`src/rtl/retire_trace_emitter_if.sv`:
```
// rtl/retire_trace_emitter_if.sv - commit-sample bus and trace record stream for the retire trace emitter
interface retire_trace_emitter_if;
  logic        en;
  logic [15:0] pc;
  logic        regwrite;
  logic [3:0]  wreg;
  logic [15:0] wdata;
  logic        memread;
  logic        memwrite;
  logic [15:0] memaddr;
  logic [15:0] memdata;
  logic        halt;
  logic        out_valid;
  logic        out_ready;
  logic [70:0] out_rec;

  modport master (
    output en, pc, regwrite, wreg, wdata, memread, memwrite, memaddr, memdata, halt, out_ready,
    input  out_valid, out_rec
  );

  modport slave (
    input  en, pc, regwrite, wreg, wdata, memread, memwrite, memaddr, memdata, halt, out_ready,
    output out_valid, out_rec
  );
endinterface

```
`src/rtl/retire_trace_emitter.sv`:
```
// rtl/retire_trace_emitter.sv - classifies retire cycles into trace records, buffers and streams them
module retire_trace_emitter #(
  parameter int DEPTH    = 8,
  parameter int EMIT_NOP = 1
) (
  input  logic                   clk,
  input  logic                   rst,
  retire_trace_emitter_if.slave  bus,
  output logic                   overflow,
  output logic [15:0]            drop_cnt,
  output logic                   done
);
  localparam int AW = $clog2(DEPTH);

  typedef enum logic [1:0] {S_RUN, S_DRAIN, S_HALT_OUT, S_FIN} state_t;

  localparam logic [2:0] T_NOP   = 3'd0;
  localparam logic [2:0] T_REG   = 3'd1;
  localparam logic [2:0] T_LOAD  = 3'd2;
  localparam logic [2:0] T_STORE = 3'd3;
  localparam logic [2:0] T_HALT  = 3'd4;

  state_t      state;
  logic [70:0] mem [DEPTH];
  logic [AW:0] wptr, rptr;
  logic [15:0] cyc_cnt, inst_cnt;
  logic [70:0] halt_rec;

  logic        cap, empty, full, pop, want_push, push, drop;
  logic [2:0]  rtype;
  logic [3:0]  rreg;
  logic [15:0] ra, rb;
  logic [70:0] rec;

  assign empty = (wptr == rptr);
  assign full  = (wptr[AW] != rptr[AW]) && (wptr[AW-1:0] == rptr[AW-1:0]);
  assign cap   = bus.en && (state == S_RUN);

  always_comb begin
    rtype = T_NOP;
    rreg  = 4'd0;
    ra    = 16'd0;
    rb    = 16'd0;
    if (bus.regwrite && bus.memread) begin
      rtype = T_LOAD;
      rreg  = bus.wreg;
      ra    = bus.wdata;
      rb    = bus.memaddr;
    end else if (bus.regwrite) begin
      rtype = T_REG;
      rreg  = bus.wreg;
      ra    = bus.wdata;
    end else if (bus.halt) begin
      rtype = T_HALT;
    end else if (bus.memwrite) begin
      rtype = T_STORE;
      ra    = bus.memaddr;
      rb    = bus.memdata;
    end
  end

  assign rec = {rtype, inst_cnt, bus.pc, rreg, ra, rb};

  always_comb begin
    bus.out_valid = 1'b0;
    bus.out_rec   = 71'd0;
    case (state)
      S_RUN, S_DRAIN: begin
        bus.out_valid = !empty;
        if (!empty) bus.out_rec = mem[rptr[AW-1:0]];
      end
      S_HALT_OUT: begin
        bus.out_valid = 1'b1;
        bus.out_rec   = halt_rec;
      end
      default: ;
    endcase
  end

  // A full FIFO still takes the new record when the head leaves on the same edge.
  assign pop       = bus.out_valid && bus.out_ready && (state == S_RUN || state == S_DRAIN);
  assign want_push = cap && (rtype != T_HALT) && ((EMIT_NOP != 0) || (rtype != T_NOP));
  assign push      = want_push && (!full || pop);
  assign drop      = want_push && full && !pop;

  always_ff @(posedge clk) begin
    if (push) mem[wptr[AW-1:0]] <= rec;
  end

  always_ff @(posedge clk) begin
    if (rst) begin
      state    <= S_RUN;
      wptr     <= '0;
      rptr     <= '0;
      cyc_cnt  <= 16'd0;
      inst_cnt <= 16'd0;
      halt_rec <= 71'd0;
      overflow <= 1'b0;
      drop_cnt <= 16'd0;
      done     <= 1'b0;
    end else begin
      if (cap) begin
        cyc_cnt  <= cyc_cnt + 16'd1;
        inst_cnt <= inst_cnt + 16'd1;
      end
      if (push) wptr <= wptr + 1'b1;
      if (pop)  rptr <= rptr + 1'b1;
      if (drop) begin
        overflow <= 1'b1;
        if (drop_cnt != 16'hFFFF) drop_cnt <= drop_cnt + 16'd1;
      end
      case (state)
        S_RUN: begin
          // Halt bypasses the FIFO so it can never be lost to overflow.
          if (cap && rtype == T_HALT) begin
            halt_rec <= {T_HALT, inst_cnt, bus.pc, 4'd0, cyc_cnt + 16'd1, inst_cnt + 16'd1};
            state    <= S_DRAIN;
          end
        end
        S_DRAIN: begin
          if (empty) state <= S_HALT_OUT;
        end
        S_HALT_OUT: begin
          if (bus.out_ready) begin
            state <= S_FIN;
            done  <= 1'b1;
          end
        end
        default: ;
      endcase
    end
  end
endmodule

```
`src/flat_wrapper.sv`:
```
// flat-port wrapper written by rule: the top's interface ports become plain ports
module retire_trace_emitter_flat 
#(
  parameter int DEPTH    = 8,
  parameter int EMIT_NOP = 1
)
  (clk, rst, overflow, drop_cnt, done, bus_en, bus_pc, bus_regwrite, bus_wreg, bus_wdata, bus_memread, bus_memwrite, bus_memaddr, bus_memdata, bus_halt, bus_out_ready, bus_out_valid, bus_out_rec);
  retire_trace_emitter_if bus_i ();
  input  logic clk;
  input  logic rst;
  output logic overflow;
  output logic [15:0] drop_cnt;
  output logic done;
  input wire logic [$bits(bus_i.en)-1:0] bus_en;
  input wire logic [$bits(bus_i.pc)-1:0] bus_pc;
  input wire logic [$bits(bus_i.regwrite)-1:0] bus_regwrite;
  input wire logic [$bits(bus_i.wreg)-1:0] bus_wreg;
  input wire logic [$bits(bus_i.wdata)-1:0] bus_wdata;
  input wire logic [$bits(bus_i.memread)-1:0] bus_memread;
  input wire logic [$bits(bus_i.memwrite)-1:0] bus_memwrite;
  input wire logic [$bits(bus_i.memaddr)-1:0] bus_memaddr;
  input wire logic [$bits(bus_i.memdata)-1:0] bus_memdata;
  input wire logic [$bits(bus_i.halt)-1:0] bus_halt;
  input wire logic [$bits(bus_i.out_ready)-1:0] bus_out_ready;
  output wire logic [$bits(bus_i.out_valid)-1:0] bus_out_valid;
  output wire logic [$bits(bus_i.out_rec)-1:0] bus_out_rec;
  assign bus_i.en = bus_en;
  assign bus_i.pc = bus_pc;
  assign bus_i.regwrite = bus_regwrite;
  assign bus_i.wreg = bus_wreg;
  assign bus_i.wdata = bus_wdata;
  assign bus_i.memread = bus_memread;
  assign bus_i.memwrite = bus_memwrite;
  assign bus_i.memaddr = bus_memaddr;
  assign bus_i.memdata = bus_memdata;
  assign bus_i.halt = bus_halt;
  assign bus_i.out_ready = bus_out_ready;
  assign bus_out_valid = bus_i.out_valid;
  assign bus_out_rec = bus_i.out_rec;
  retire_trace_emitter #(.DEPTH(DEPTH), .EMIT_NOP(EMIT_NOP)) u_core (.clk(clk), .rst(rst), .bus(bus_i), .overflow(overflow), .drop_cnt(drop_cnt), .done(done));
endmodule
```
`config.mk`:
```
export PLATFORM = sky130hd
export DESIGN_NAME = retire_trace_emitter_flat
export DESIGN_NICKNAME = d
export VERILOG_FILES = /design/src/rtl/retire_trace_emitter_if.sv /design/src/rtl/retire_trace_emitter.sv /design/src/flat_wrapper.sv
export SDC_FILE = /design/constraint.sdc
export NUM_CORES = 1
export LEC_CHECK = 0
export CAP_MARGIN = 20
export CORE_UTILIZATION = 50
export CTS_CLUSTER_SIZE = 12
export DETAILED_ROUTE_END_ITERATION = 12
export GPL_TIMING_DRIVEN = 0
export HOLD_SLACK_MARGIN = 0.1
export PLACE_DENSITY = 0.81
export SYNTH_ARGS = -nofsm -noshare
export SYNTH_HDL_FRONTEND = slang
export SYNTH_SLANG_ARGS = --single-unit
```
`constraint.sdc`:
```
create_clock -name clk -period 12.8 [get_ports clk]
set_input_delay 2.56 -clock clk [delete_from_list [all_inputs] [get_ports clk]]
set_output_delay 2.56 -clock clk [all_outputs]
set_load 0.1 [all_outputs]
```
==> qor.csv, run 1 <==
metric;value;unit
Sequential cell area;19600;um^2
max_cap viols;0;
initial antenna violation count;2;
Routed WL;73200;um
final cell count without fillers;2797;
Total GRT Usage;25.9;%
Worst-Margin Slew;1.10;ns
Final HPWL DP;50400;um
total CTS buffers;71;
unrepaired setup endpoints after global routing;false;
Mapped Cells;1690;
initial core utilization;50.8;%
first-pass GRT wire length;107000;um
Main synth FF type;edfxtp_1;
I/O pin count;166;
share of layout cells above drive strength 1;20.2;%
Clock Root Buffer;clkbuf_16;
Async SR Flop Fraction;0;%
WHS;0.452;ns
pre-CTS setup slack;6.19;ns
combinational power share;30.7;%
CP required;10.24;ns
CTS-repair resized insts;0;
cts hold-fix bufs;0;
VDD IR max;0.000168;V
final antenna-violating net count;0;
cell row count;86;
Pint;4290;uW
Iteration-0 DRC Markers;2266;
fmax;0.141;GHz
Syn. warnings;0;
Slew Limit Fails;0;
post-synth top area cell;edfxtp_1;
WP data arrival;4.51;ns
Syn Std Cell Area;28100;um^2
worst rel slew slack;26.6;%
clock skew;0.0196;ns
fin crit period;7.07;ns
Hold WC Path Type;reg -> reg;
Setup Buffers After CTS;0;
vias in the first global route;16900;
Tcrit/Tclk final;55.2;%
CTS tree;yes;
die width;239;um
Avg WL per Cell;26.2;um
Overall Power;6620;uW
CTS max path bufs;3;
Power Density;197;nW/um^2
Final GP Congestion;0.964;
DR vias/cell;6.15;
LEAKAGE;0.0107;uW
Area Overhead vs Synth;19.7;%
top cells by count, synth;568 x edfxtp_1, 142 x mux4_2, 139 x nor2_1, 128 x dfxtp_1, 98 x nand2_1;
Setup Viol. Count Final;0;
register area share after synthesis;69.8;%
Synth Register Bits;696;
DR pass1 iterations;6;
Cells after DPL;2668;
Post-synth EDFFs;568;
Synth top area share;60.7;%
die area;57200;um^2
CP max FO;10;
Switching Share;35.2;%
Fill cells;3962;
grt ovf;0;
slack of the critical path;5.73;ns
Worst-path clk slew;0.06;ns
Clk pwr share;29.4;%
CP Launch Type;flop;
# DRC;0;
switching pwr;2330;uW
DR vias;17200;
Core ar.;55300;um^2
multi-input logic area;7950;um^2
H-tree lvl count;3;
port bufs;164;
Clock Sinks;696;
ANT cells;0;
status;complete, no violations;
Crit Path Class;reg -> out;
pin count of the biggest net entering global routing;23;
post-synth cell types;56;
worst skew pair latency;0.60;ns
sequential share of power;39.9;%
r2r setup slk;9.02;ns
syn avg cell area;16.6;um^2
Vert. Die Dim;239;um
cell with the most instances after synthesis;edfxtp_1;
Setup crit end kind;output pin;
syn nets;1777;
Area contributors post-synth;edfxtp_1 61%, mux4_2 11%, dfxtp_1 9.1%, mux2_2 2.6%, nor2_1 1.9%;
Hold Vio Cnt, Final;0;
layout net count;2081;
==> registers in the layout, indices dropped and copies added, names as in the netlist, named ones only <==
name,count
u_core.mem,568
u_core.halt_rec,65
u_core.cyc_cnt,16
u_core.drop_cnt,16
u_core.inst_cnt,16
u_core.rptr,4
u_core.wptr,4
u_core.state,2
u_core.done,1
u_core.overflow,1
==> area by class of cell <==
| type | instances | share of cell area, % |
|---|---|---|
| Tap cell | 748 | 2.78 |
| Clock inverter | 15 | 0.405 |
| Multi-Input combinational cell | 868 | 23.6 |
| Sequential cell | 696 | 58.3 |
| Timing Repair Buffer | 231 | 7.12 |
| Clock buffer | 113 | 5.98 |
| Inverter | 10 | 0.112 |
| Buffer | 116 | 1.67 |
==> power groups by stage <==
| stage | sequential, uW | combinational, uW | clock [uW] |
|---|---|---|---|
| global placement | 2720 | 1950 | 0 |
| CTS | 2640 | 2030 | 1970 |
| finish | 2640 | 2030 | 1950 |
| floorplan | 2690 | 1450 | 0 |
| global route | 2650 | 2100 | 2050 |
| detailed placement | 2690 | 2020 | 0 |
==> cell usage in the layout, fill, tap and decap left out, types with 15 or more instances in the layout <==
cell type / synthesis / routed
dfxtp_1: 128 / 128
a211oi_1: 23 / 23
xor2_1: 17 / 17
mux4_2: 142 / 142
nand2_1: 98 / 98
nor2_1: 139 / 139
nor3_1: 17 / 15
xnor2_1: 32 / 32
clkdlybuf4s50_1: 0 / 164
a22oi_1: 65 / 65
clkbuf_16: 0 / 74
a21oi_1: 67 / 66
buf_2: 20 / 20
edfxtp_1: 568 / 568
clkbuf_1: 70 / 107
or3_1: 17 / 17
nand3_1: 19 / 19
buf_6: 12 / 59
o21ai_0: 19 / 19
mux2_2: 65 / 65
a22o_1: 32 / 32
==> path summary, 6_finish.rpt <==
check / from / endpoint / depth (start not counted)
setup reg to reg: u_core.state[1]$_SDFFE_PP0P_ / u_core.mem[2][14]$_DFFE_PP_ / 11
setup / recovery: u_core.state[1]$_SDFFE_PP0P_ / bus_out_rec[54] / 8
hold reg to reg: u_core.overflow$_SDFFE_PP0P_ / u_core.overflow$_SDFFE_PP0P_ / 2
hold / removal: u_core.overflow$_SDFFE_PP0P_ / u_core.overflow$_SDFFE_PP0P_ / 2
==> worst max-delay path, cell delays in order, from the launching register on <==
cell and delay, ns:
dfxtp_1 0.41, inv_1 0.15, ha_1 0.28, o21a_1 0.19
clkbuf_1 0.81, buf_2 0.39, a22oi_1 0.11, nor2_1 0.36
clkdlybuf4s50_1 1.21
==> through the flow <==
stage          setup TNS [ns]  instance area, um^2  utilization (%)
2_1_floorplan               0                28100                -
5_1_grt                     0                33700             60.8
3_5_place_dp                0                31500             56.9
3_3_place_gp         -1720.16                30700             55.5
6_report                    0                33700             60.8
4_1_cts                     0                33600             60.8
==> cells by family (layout without fill, tap and decap cells) <==
group / after synthesis / after routing / share of synthesized area (%)
simple gates: 354 / 354 / 5.84
fa+ha+maj: 11 / 11 / 0.490
mux: 216 / 216 / 14.3
compound gates: 235 / 235 / 5.75
buf+inv: 126 / 485 / 2.13
xor+xnor: 52 / 52 / 1.70
flops: 696 / 696 / 69.8
==> routing by layer <==
| metal | vias up | global-route usage, % | part of all wire (%) |
|---|---|---|---|
| met4 | 2 | 10.6 | 3.7 |
| met5 | - | 0 | 0.018 |
| met2 | 1070 | 41.1 | 48 |
| li1 | 7306 | - | - |
| met1 | 8653 | 35.3 | 38 |
| met3 | 171 | 4.73 | 10 |
Note: power is estimated with default switching activity, not from simulation.
==> run 2: changes to the inputs <==
==> constraint.sdc (replaced) <==
create_clock -name clk -period 6.85 [get_ports clk]
set_input_delay 1.37 -clock clk [delete_from_list [all_inputs] [get_ports clk]]
set_output_delay 1.37 -clock clk [all_outputs]
set_load 0.1 [all_outputs]
==> run 2 against run 1 <==
Effect of this change: count of clock-buffer cells in the layout is 4 lower; final cell count fell by 0.61%; largest power group unchanged; cell area barely moved; register-to-register slack lost 6.1 ns; global-route usage up 1.1 points; flip-flop and latch count stayed put; setup slack got worse by 4.8 ns; clock power up 86%; highest routed layer is now met4; largest cell class unchanged; total power is 87% higher; core utilization hardly changed.
==> qor.csv, run 2 (synthesis gave the netlist of run 1 again) <==
metric;value;unit
max_cap viols;0;
Tcrit/Tclk final;86.0;%
pin count of the biggest net entering global routing;23;
initial core utilization;50.8;%
DR vias/cell;6.19;
Avg WL per Cell;27.2;um
Worst-Margin Slew;1.23;ns
CP Launch Point;u_core.state[1]$_SDFFE_PP0P_;
Pint;7980;uW
sequential share of power;39.9;%
Critical R2R Launch;u_core.state[1]$_SDFFE_PP0P_;
Clock Root Buffer;clkbuf_16;
CP Launch Type;flop;
Clk pwr share;29.3;%
CP required;5.48;ns
Slew Limit Fails;0;
Hold WC Path Type;reg -> reg;
Worst-path clk slew;0.06;ns
DR pass1 iterations;7;
fin crit period;5.89;ns
fin area;33700;um^2
I/O pin count;166;
VDD IR max;0.000292;V
Setup crit end kind;output pin;
final antenna-violating net count;0;
Clock Sinks;696;
Total GRT Usage;27.0;%
combinational power share;30.8;%
grt ovf;0;
startpoint of the worst hold path;u_core.overflow$_SDFFE_PP0P_;
# DRC;0;
unrepaired setup endpoints after global routing;false;
Hold Vio Cnt, Final;0;
switching pwr;4410;uW
status;complete, no violations;
port bufs;164;
commonest cells after routing, fill and taps aside;568 x edfxtp_1, 164 x clkdlybuf4s50_1, 142 x mux4_2;
CTS max path bufs;3;
Crit Path Class;reg -> out;
share of layout cells above drive strength 1;19.9;%
worst skew pair latency;0.62;ns
total CTS buffers;71;
CTS-repair resized insts;0;
layout net count;2068;
CTS tree;yes;
Final HPWL DP;50700;um
Routed WL;75600;um
first-pass GRT wire length;111000;um
Setup Viol. Count Final;0;
Fill cells;3960;
worst rel slew slack;18.0;%
Power Density;368;nW/um^2
H-tree lvl count;3;
Overall Power;12400;uW
cts hold-fix bufs;0;
fmax;0.170;GHz
Final GP Congestion;0.966;
Vert. Die Dim;239;um
vias in the first global route;17600;
WP data arrival;4.52;ns
CP max FO;10;
Area Overhead vs Synth;19.8;%
LEAKAGE;0.0106;uW
die area;57200;um^2
Core ar.;55300;um^2
Setup Buffers After CTS;0;
Switching Share;35.6;%
initial antenna violation count;1;
max FFs per register;568;
cell row count;86;
Iteration-0 DRC Markers;2265;
clock skew;0.0166;ns
DR vias;17200;
Placed Area;31500;um^2
die width;239;um
most common cell after layout, fill and taps aside;edfxtp_1;
run 2: stage by stage:
stage | setup TNS [ns] | cells | utilization, % | hold slack (ns) | worst slack, ns
3_5_place_dp | 0 | 2656 | 57.0 | 0.448 | 1.47
5_1_grt | 0 | 2779 | 60.9 | 0.477 | 0.890
4_1_cts | 0 | 2778 | 60.9 | 0.457 | 1.08
2_1_floorplan | -226.61 | 1690 | - | 0.437 | -1.21
3_3_place_gp | -2813.20 | 2602 | 55.5 | 0.442 | -7.51
6_report | 0 | 2780 | 60.9 | 0.453 | 0.957
run 2: path summary, 6_finish.rpt:
check | end | slack [ns] | depth (start not counted)
hold reg to reg | u_core.overflow$_SDFFE_PP0P_ | 0.45 | 2
setup / recovery | bus_out_rec[30] | 0.96 | 8
setup reg to reg | u_core.mem[5][32]$_DFFE_PP_ | 2.93 | 11
hold / removal | u_core.overflow$_SDFFE_PP0P_ | 0.45 | 2
run 2: per-layer routing:
layer / wire (um) / track usage, % / vias up
li1: - / - / 7256
met1: 28400 / 35.7 / 8651
met2: 36000 / 42.7 / 1113
met3: 7990 / 5.64 / 188
met4: 3230 / 13.3 / 0
met5: 0 / 0 / -
run 2: layout make-up:
type | instances | area (um^2) | share of cell area (%)
sequential | 696 | 19600 | 58.3
multi-input combinational | 868 | 7980 | 23.7
timing repair buffer | 218 | 2400 | 7.13
clock buffer | 109 | 2000 | 5.94
tap | 748 | 936 | 2.78
buffer | 116 | 561 | 1.66
clock inverter | 13 | 139 | 0.412
inverter | 10 | 37.5 | 0.111
antenna | 2 | 5.00 | 0.0149
run 2: critical path, stage by stage, from the launching register on:
cell             delay (ns)
dfxtp_1                0.41
inv_1                  0.15
ha_1                   0.27
o21a_1                 0.21
clkbuf_1               0.83
buf_2                  0.39
a22oi_1                0.11
nor2_1                 0.33
clkdlybuf4s50_1        1.21
run 2: power by group through the flow:
stage | combinational (uW) | sequential (uW) | clock (uW)
6_report | 3820 | 4940 | 3630
5_1_grt | 3940 | 4950 | 3820
4_1_cts | 3810 | 4940 | 3660
3_5_place_dp | 3790 | 5020 | 0
3_3_place_gp | 3670 | 5050 | 0
2_1_floorplan | 2720 | 5000 | 0
==> run 3: changes to the inputs <==
--- a/config.mk
+++ b/config.mk
@@ -7,6 +7,7 @@
 export LEC_CHECK = 0
 export CAP_MARGIN = 20
 export CORE_UTILIZATION = 50
+export CTS_BUF_LIST = sky130_fd_sc_hd__clkbuf_4
 export CTS_CLUSTER_SIZE = 12
 export DETAILED_ROUTE_END_ITERATION = 12
 export GPL_TIMING_DRIVEN = 0
==> run 3 against run 2 <==
Effect of this change: hold slack got worse by 0.0013 ns; cell area increased by 0.36%; final cell count increased by 6.6%; fmax decreased by 6.8%; clock power decreased by 3%; routed wire length decreased by 0.30%; sequential share of layout area decreased by 0.21 points; die area unchanged; non-clock buffer count unchanged; largest power group unchanged.
==> qor.csv, run 3 (synthesis gave the netlist of run 1 again) <==
metric;value;unit
clock skew;0.0628;ns
CP delay by family, top;buffers and inverters;
Clock Root Buffer;clkbuf_4;
Post-Route Setup TNS;0;ns
most common cell after layout, fill and taps aside;edfxtp_1;
cell breakdown of the critical path;inv_1, ha_1, o21a_1, clkbuf_1, buf_2, a22oi_1, nor2_1, clkdlybuf4s50_1;
Vert. Die Dim;239;um
initial core utilization;50.8;%
DR pass1 iterations;6;
CTS max path bufs;3;
Routed WL;75400;um
Final GP Congestion;0.966;
grt ovf;0;
worst skew pair latency;1.02;ns
first-pass GRT wire length;111000;um
max_cap viols;0;
fin util;61.1;%
Worst-Margin Slew;1.20;ns
die area;57200;um^2
CTS-repair resized insts;0;
pin count of the biggest net entering global routing;23;
Setup Viol. Count Final;0;
CTS tree;yes;
H-tree lvl count;4;
vias in the first global route;18200;
Slowest-stage cell, CP;clkdlybuf4s50_1;
CP max FO;10;
Setup Buffers After CTS;0;
final antenna-violating net count;0;
Crit path buffers/inverters;4;
Core ar.;55300;um^2
VDD IR max;0.000299;V
Hold WC Path Type;reg -> reg;
Tcrit/Tclk final;92.3;%
status;complete, no violations;
Crit Path Class;reg -> out;
port bufs;164;
worst rel slew slack;20.0;%
CP required;5.48;ns
Final HPWL DP;50700;um
WP data arrival;4.95;ns
cell row count;86;
Total GRT Usage;27.0;%
# DRC;0;
Setup crit end kind;output pin;
total CTS buffers;168;
die width;239;um
layout net count;2165;
Slew Limit Fails;0;
commonest cells after routing, fill and taps aside;568 x edfxtp_1, 258 x clkbuf_4, 164 x clkdlybuf4s50_1;
max FFs per register;568;
share of layout cells above drive strength 1;26.6;%
fin crit period;6.32;ns
DR vias/cell;6.00;
Area Overhead vs Synth;20.2;%
Avg WL per Cell;25.5;um
I/O pin count;166;
Worst-path clk slew;0.06;ns
CP max stage delay;1.21;ns
Hold Vio Cnt, Final;0;
initial antenna violation count;3;
CP Launch Type;flop;
unrepaired setup endpoints after global routing;false;
Iteration-0 DRC Markers;2292;
fmax;0.158;GHz
Clock Sinks;696;
DR vias;17800;
LEAKAGE;0.0109;uW
cts hold-fix bufs;0;
Power Density;363;nW/um^2
## run 3: changes by cell type in the layout (fill, tap and decap cells not counted), moves of 2 or more
cell | before | now
diode_2 | 2 | 4
clkinv_1 | 3 | 31
clkbuf_8 | 6 | 0
inv_16 | 2 | 0
bufinv_16 | 1 | 5
clkbuf_1 | 101 | 70
clkbuf_4 | 0 | 258
clkbuf_16 | 72 | 0
inv_2 | 0 | 3
## run 3: final timing paths
path                                 from                      endpoint  slack (ns)  cells after the start
min          u_core.overflow$_SDFFE_PP0P_  u_core.overflow$_SDFFE_PP0P_        0.45                      2
max          u_core.state[1]$_SDFFE_PP0P_               bus_out_rec[30]        0.53                      8
max reg2reg  u_core.state[1]$_SDFFE_PP0P_   u_core.mem[4][32]$_DFFE_PP_        2.92                     11
min reg2reg  u_core.overflow$_SDFFE_PP0P_  u_core.overflow$_SDFFE_PP0P_        0.45                      2
## run 3: power breakdown
group | internal (uW) | total (uW) | switching [uW]
clock network | 1900 | 3530 | 1630
logic | 1100 | 3810 | 2710
registers | 4820 | 4940 | 111
## run 3: per-stage QoR
step	worst slack (ns)	cells	total power (uW)	hold slack, ns	area (um^2)
2_1_floorplan	-1.21	1690	7710	0.437	28100
3_3_place_gp	-7.51	2602	8720	0.442	30700
3_5_place_dp	1.47	2656	8810	0.448	31500
4_1_cts	0.587	2959	12300	0.458	33800
5_1_grt	0.412	2963	12700	0.478	33800
6_report	0.528	2963	12300	0.451	33800
## run 3: final cells by class
cell class / instances / area, um^2
diodes: 4 / 10.0
plain buffers: 116 / 561
clock buffers: 258 / 1940
clock inverters: 45 / 318
fillers: 4031 / 21500
inverters: 10 / 37.5
multi-input cells: 868 / 7980
flip-flops and latches: 696 / 19600
well taps: 748 / 936
repair buffers: 218 / 2400
## run 3: per-layer routing
metal,global-route usage (%),vias to the layer above,share of wire (%)
met5,0,-,0
met2,42.6,1174,48
li1,-,7584,-
met4,12.5,0,3.5
met3,6.56,175,10
met1,35.5,8844,38
## run 3: worst min-delay path: stages (launching register included)
cell     delay (ns)
dfxtp_1        0.31
inv_1          0.05
a21oi_1        0.05
